[config.mk]
export PLATFORM = sky130hd
export DESIGN_NAME = microwave_timer_ctrl
export DESIGN_NICKNAME = d
export VERILOG_FILES = /design/src/rtl/microwave_timer_ctrl.sv
export SDC_FILE = /design/constraint.sdc
export NUM_CORES = 1
export LEC_CHECK = 0
export CAP_MARGIN = 20
export CORE_MARGIN = 2
export CORE_UTILIZATION = 45
export CTS_CLUSTER_SIZE = 40
export DETAILED_ROUTE_END_ITERATION = 7
export PLACE_DENSITY = 0.67
export SLEW_MARGIN = 20
export SYNTH_ARGS = -nofsm -noshare
export SYNTH_HDL_FRONTEND = slang
export SYNTH_SLANG_ARGS = --single-unit
export TNS_END_PERCENT = 50
[constraint.sdc]
create_clock -name clk -period 5.2 [get_ports clk]
set_input_delay 1.04 -clock clk [delete_from_list [all_inputs] [get_ports clk]]
set_output_delay 1.04 -clock clk [all_outputs]
set_load 0.01 [all_outputs]
[src/rtl/microwave_timer_ctrl.sv]
// Microwave MM:SS countdown controller: keypad entry into four BCD digits,
// run/pause/done sequencing, and a cascaded BCD seconds countdown.
module microwave_timer_ctrl #(
  parameter int DONE_HOLD = 3
) (
  input  logic       clk,
  input  logic       clear,
  input  logic       key_valid,
  input  logic [3:0] key_digit,
  input  logic       start,
  input  logic       stop,
  input  logic       door_closed,
  input  logic       sec_tick,
  output logic [3:0] min_tens,
  output logic [3:0] min_units,
  output logic [3:0] sec_tens,
  output logic [3:0] sec_units,
  output logic       magnetron_on,
  output logic       paused,
  output logic       done,
  output logic [1:0] state
);

  typedef enum logic [1:0] {
    IDLE  = 2'd0,
    RUN   = 2'd1,
    PAUSE = 2'd2,
    DONE  = 2'd3
  } state_t;

  state_t     state_q, state_next;
  logic [3:0] mt_q, mu_q, st_q, su_q;
  logic [3:0] mt_next, mu_next, st_next, su_next;
  logic [3:0] hold_q, hold_next;
  logic       time_zero, time_one;

  assign time_zero = (mt_q == 4'd0) && (mu_q == 4'd0) && (st_q == 4'd0) && (su_q == 4'd0);
  assign time_one  = (mt_q == 4'd0) && (mu_q == 4'd0) && (st_q == 4'd0) && (su_q == 4'd1);

  always_ff @(posedge clk or posedge clear) begin
    if (clear) begin
      state_q <= IDLE;
      mt_q    <= 4'd0;
      mu_q    <= 4'd0;
      st_q    <= 4'd0;
      su_q    <= 4'd0;
      hold_q  <= 4'd0;
    end else begin
      state_q <= state_next;
      mt_q    <= mt_next;
      mu_q    <= mu_next;
      st_q    <= st_next;
      su_q    <= su_next;
      hold_q  <= hold_next;
    end
  end

  always_comb begin
    state_next = state_q;
    mt_next    = mt_q;
    mu_next    = mu_q;
    st_next    = st_q;
    su_next    = su_q;
    hold_next  = hold_q;
    case (state_q)
      IDLE: begin
        if (stop) begin
          mt_next = 4'd0;
          mu_next = 4'd0;
          st_next = 4'd0;
          su_next = 4'd0;
        end else if (start) begin
          if (door_closed && !time_zero) state_next = RUN;
        end else if (key_valid && (key_digit <= 4'd9) && (su_q <= 4'd5)) begin
          // Rejecting when sec_units>5 keeps sec_tens a legal 0..5 after the shift.
          mt_next = mu_q;
          mu_next = st_q;
          st_next = su_q;
          su_next = key_digit;
        end
      end
      RUN: begin
        if (!door_closed || stop) begin
          state_next = PAUSE;
        end else if (sec_tick && !time_zero) begin
          if (su_q != 4'd0) begin
            su_next = su_q - 4'd1;
          end else begin
            su_next = 4'd9;
            if (st_q != 4'd0) begin
              st_next = st_q - 4'd1;
            end else begin
              st_next = 4'd5;
              if (mu_q != 4'd0) begin
                mu_next = mu_q - 4'd1;
              end else begin
                mu_next = 4'd9;
                mt_next = mt_q - 4'd1;
              end
            end
          end
          if (time_one) state_next = DONE;
        end
      end
      PAUSE: begin
        if (stop) begin
          state_next = IDLE;
          mt_next    = 4'd0;
          mu_next    = 4'd0;
          st_next    = 4'd0;
          su_next    = 4'd0;
        end else if (start && door_closed) begin
          state_next = RUN;
        end
      end
      DONE: begin
        if (stop) begin
          state_next = IDLE;
          hold_next  = 4'd0;
        end else if (sec_tick) begin
          if (hold_q == 4'(DONE_HOLD - 1)) begin
            state_next = IDLE;
            hold_next  = 4'd0;
          end else begin
            hold_next = hold_q + 4'd1;
          end
        end
      end
      default: state_next = IDLE;
    endcase
  end

  assign min_tens     = mt_q;
  assign min_units    = mu_q;
  assign sec_tens     = st_q;
  assign sec_units    = su_q;
  assign magnetron_on = (state_q == RUN);
  assign paused       = (state_q == PAUSE);
  assign done         = (state_q == DONE);
  assign state        = state_q;

endmodule

# Word level (Yosys, flattened, before mapping)
# Index checks and enable logic that the tools add are counted.
[word_totals]
ff_bits = 22
input_bits = 11
out_inout_bits = 21
word_cells = 111
[classes]
addsub = 5
magnitude_cmp = 2
eq_ne = 21
n_mux = 49
n_reduce_logical = 28
[ops]
columns = ["cell", "n"]
rows = [
  ["$mux 4", 33],
  ["$pmux 4 s3", 4],
  ["$mux 2", 11],
  ["$logic_not 4->1", 4],
  ["$ne 2x2->1 const B", 8],
  ["$reduce_and 8->1", 2],
  ["$sub 4x1->4 const B", 4],
  ["$reduce_bool 4->1", 3],
  ["$logic_and 1x1->1", 9],
  ["$ne 3x3->1 const B", 3],
  ["$reduce_and 9->1", 1],
  ["$pmux 2 s4", 1],
  ["$reduce_and 7->1", 1],
  ["$ne 3x1->1 const B", 2],
  ["$ne 3x2->1 const B", 2],
  ["$reduce_and 6->1", 1],
  ["$add 4x1->4 const B", 1],
  ["$eq 2x2->1 const B", 2],
  ["$eq 4x1->1 const B", 1],
  ["$eq 4x2->1 const B", 1],
  ["$le 4x3->1 const B", 1],
  ["$le 4x4->1 const B", 1],
  ["$reduce_bool 3->1", 1],
  ["$eq 2x1->1 const B", 1],
  ["6 further kinds", 7],
]

# Logic depth before layout (Yosys ltp)
[depth]
ltp_word = 10
mapped_depth = 9
mapped_depth_nobuf = 7

# Least setup slack after synthesis
# Ideal clock, no wire load.
[synth_path]
path_kind = "input -> register"
startpoint = "input port stop"
endpoint = "register mu_q[2], in the netlist min_units[2]"
setup_ns = 0.125
t_arrival_ns = 2.234
required_ns = 5.075
slack_ns = 2.841
stages = 6
path_buffers = 1
cell_sequence = "buf_6 > nor2b_1 > o221ai_1 > a211o_4 > nand2b_4 > mux2_4"
[synth_via]
elab_chain_len = 3
word_cells_on_any_way = 8
classes_between = "4 x eq/ne; 2 x mux; 2 x reduce/logical"
[synth_lines]
columns = ["item", "line", "source"]
rows = [
  ["start, declared", "11", "input logic stop,"],
  ["$logic_or 1x1->1", "83", "if (!door_closed || stop) begin"],
  ["$ne 2x2->1 (no line)", "--", ""],
  ["$reduce_and 8->1 (no line)", "--", ""],
  ["end signal, assigned", "51", "mu_q <= mu_next;"],
  ["end, declared", "32", "logic [3:0] mt_q, mu_q, st_q, su_q;"],
]
# Parallel ways exist; a longest one is shown, timed or not.
# A chain may end at the register's enable or synchronous reset.

# Worst setup path in the final report
[layout_path]
startpoint = "register state_q[1], in the netlist state[1]"
endpoint = "output port magnetron_on"
[layout_via]
elab_chain_len = 1
[layout_lines]
columns = ["item", "line", "source"]
rows = [
  ["start, declared", "31", "state_t state_q, state_next;"],
  ["start signal, assigned", "49", "state_q <= state_next;"],
  ["$eq 2x1->1", "137", "assign magnetron_on = (state_q == RUN);"],
  ["end, declared", "18", "output logic magnetron_on,"],
]
# Every way passes these cells.

==> metrics.md <==
| Metric | Value |
|---|---|
| Final setup viols | `0` |
| Power Density | `633.4 nW/µm²` |
| H-tree Lvls | `1` |
| Post-DP HPWL | `roughly 2800 µm` |
| Worst-path clk slew | `about 0.08 ns` |
| Internal power | `0.7154 mW` |
| Worst Setup End Kind | `output port` |
| Root buf cell | `clkbuf_8` |
| Share of layout cells above drive strength 1 | `0.1019` |
| Mean Syn Cell Area | `roughly 9.4 µm²` |
| Synth Cell Area | `1670 µm²` |
| Vias in the first global route | `around 1400` |
| Port buffer count | `31` |
| Fin crit share | `0.5449` |
| Sequential Power Share | `0.252` |
| Die Area | `approximately 4200 µm²` |
| Max Fclk | `between 0.3 and 0.4 GHz` |
| Area growth syn-to-layout | `22.02%` |
| Min Tclk post-route | `between 2 and 3 ns` |
| Synth top area cells | `dfrtp_1 33%, ha_1 9.7%, a21oi_1 5.4%, mux2i_1 4.2%, inv_1 4.0%` |
| Number of fill cells | `323` |
| Skew final | `roughly 0.0036 ns` |
| Post-synth EDFFs | `0` |
| Worst EP arrival | `1.79 ns` |
| R2R depth | `7` |
| Gate power share | `0.652` |
| Worst-Skew Late Latency | `approximately 0.26 ns` |
| Sequential fraction of the synthesis area | `0.3296` |
| CP Launch Type | `flop` |
| Hold Vio Cnt, Final | `0` |
| Sw Ratio | `0.4459` |
| Die Width | `64.93 µm` |
| Worst Setup Path Type | `reg -> out` |
| Global route overflow | `0` |
| #FFs+latches synth | `22` |
| CTS buffer count | `3` |
| Slew @ Worst Pin | `about 1 ns` |
| DR vias | `approximately 1400` |
| Worst VDD drop | `0.2834 mV` |
| Diode count | `0` |
| Rel. slew slack | `0.3365` |
| First-pass GRT wire length | `~6300 µm` |
| Post-CTS Setup Repair Bufs | `0` |
| Hold Buf Count CTS | `0` |
| Yosys top cell area share | `0.3296` |
| Largest net degree at the start of global routing | `23` |
| Leak pwr | `between 0.9 and 1 nW` |
| Most frequent cells in the layout | `31 x clkdlybuf4s50_1, 22 x dfrtp_1, 18 x inv_1, 18 x a21oi_1` |
| Tot GR Track Use | `0.1915` |
| Post-Synthesis Cells | `about 180` |
| Initial DRC Count | `between 100 and 150` |
| Unrepaired setup endpoints after global routing | `false` |
| Slew Viols, Final | `0` |
| Crit path max fanout | `11` |
| Initial Util | `0.4632` |
| CP required | `roughly 4.2 ns` |
| Outcome | `finished, final reports clean` |
| Die Ht | `64.93 µm` |
| Clock power frac | `0.096` |
| Switch Pwr | `between 0.5 and 0.6 mW` |
| Commonest non-fill, non-tap cell in the layout | `clkdlybuf4s50_1` |
| Setup TNS | `0 ns` |
| Clock Tree Buf Depth | `2` |
| Total core area | `~3600 µm²` |
| TritonCTS clock tree | `built` |
| Hold Path Depth | `2` |
| Area of the multi-input gates | `roughly 990 µm²` |
| I/O Pins | `32` |
| Async set-reset flop share out of synthesis | `1.000` |
| Average wire per standard cell | `14.30 µm` |
| Num Clock Sinks | `22` |
| Final wirelength | `around 3600 µm` |
| Antenna violation net count after detailed routing | `0` |
| Number of distinct library cells after synthesis | `47` |
| Placer Congestion | `around 0.8` |
| Via density | `between 5 and 6` |
| Synth warnings | `0` |
| Top FF cell, synth | `dfrtp_1` |
| Post-synth top area cell | `dfrtp_1` |
| FF+latch area | `about 550 µm²` |
| Max_cap viols | `0` |
| Post_cts resized | `0` |
| Rows | `22` |
| Min-Delay Path Class | `reg -> reg` |
| Residual DRC | `0` |
| Mapped Nets | `around 200` |
| First-pass DRT Iterations | `4` |
| Initial antenna violation count | `0` |
| Nets@finish | `231` |
| Final Util | `0.5652` |
[path summary, 6_finish.rpt]
| kind | startpoint | endpoint | slack (ns) |
|---|---|---|---|
| max | state[1]$_DFFE_PP0P_ | magnetron_on | 2.37 |
| min | hold_q[3]$_DFFE_PP0P_ | hold_q[3]$_DFFE_PP0P_ | 0.55 |
| max reg2reg | sec_units[0]$_DFFE_PP0P_ | min_units[3]$_DFFE_PP0P_ | 2.64 |
| min reg2reg | hold_q[3]$_DFFE_PP0P_ | hold_q[3]$_DFFE_PP0P_ | 0.55 |
| max in group asynchronous | clear | min_tens[3]$_DFFE_PP0P_ | 3.42 |
| min in group asynchronous | clear | sec_units[1]$_DFFE_PP0P_ | 1.25 |
[critical path, cell delays in order (launching register included)]
cell and delay (ns):
dfrtp_1 0.41, inv_1 0.11, ha_1 0.39, clkdlybuf4s50_1 0.61
[state kept, by name, summed over array words and instances, names as in the netlist]
name	flops
hold_q	4
min_tens	4
min_units	4
sec_tens	4
sec_units	4
state	2
[synth_stat cells (all sizes together) (2+ instances only)]
| cell type | number |
|---|---|
| nor3 | 2 |
| o21ai | 9 |
| dfrtp | 22 |
| xor2 | 3 |
| nand2 | 11 |
| mux2 | 5 |
| a311oi | 2 |
| a22oi | 3 |
| ha | 13 |
| nand3 | 3 |
| mux2i | 7 |
| or3b | 5 |
| xnor2 | 5 |
| buf | 5 |
| inv | 18 |
| a22o | 2 |
| o21a | 2 |
| a21oi | 18 |
| nor2 | 13 |
| a211oi | 3 |
| nand2b | 2 |
| or2 | 2 |
| a32oi | 2 |
| clkbuf | 2 |
| o31ai | 4 |
[cells by family after synthesis]
family / after synthesis / share of synthesized area
and+or+nand+nor: 47 / 0.1618
muxes: 12 / 0.08015
xor gates and xnor gates: 8 / 0.04195
buffers and inverters: 25 / 0.07490
adders and majority gates: 13 / 0.09738
AOI/OAI and AO/OA: 51 / 0.2142
DFF: 22 / 0.3296
[metal layers]
layer | GRT usage | routed length (µm) | share of wire | vias up
met5 | 0 | 0 | 0 | -
met4 | 0.05851 | 38 | 0.010 | 0
met2 | 0.3312 | 1757 | 0.48 | 23
li1 | - | - | - | 691
met3 | 0.02951 | 111 | 0.031 | 4
met1 | 0.2445 | 1724 | 0.47 | 679
[power by group through the flow]
stage | Sequential [mW] | Clock (mW) | Combinational (mW)
2_1_floorplan | 0.329 | 0 | 0.608
3_3_place_gp | 0.324 | 0 | 0.827
3_5_place_dp | 0.330 | 0 | 0.840
4_1_cts | 0.326 | 0.127 | 0.845
5_1_grt | 0.339 | 0.140 | 0.931
6_report | 0.326 | 0.123 | 0.842
[area by class of cell]
type | instances | area share
timing repair buffer | 31 | 0.1522
tap | 48 | 0.02947
clock buffer | 4 | 0.02701
inverter | 18 | 0.03315
multi-input combinational | 131 | 0.4880
sequential | 22 | 0.2701
[per-stage QoR]
step,instances,hold WS [ns],setup WS [ns],power [mW],instance area (µm²)
final,254,0.5518,2.367,1.291,2038
after global routing,254,0.5922,2.218,1.410,2038
after CTS,254,0.5570,2.353,1.298,2038
after detailed placement,250,0.5382,2.216,1.170,1983
after global placement,250,0.5195,2.292,1.151,1983
after floorplan,178,0.5055,2.841,0.9362,1670
Power figures use the tool's default switching activity.
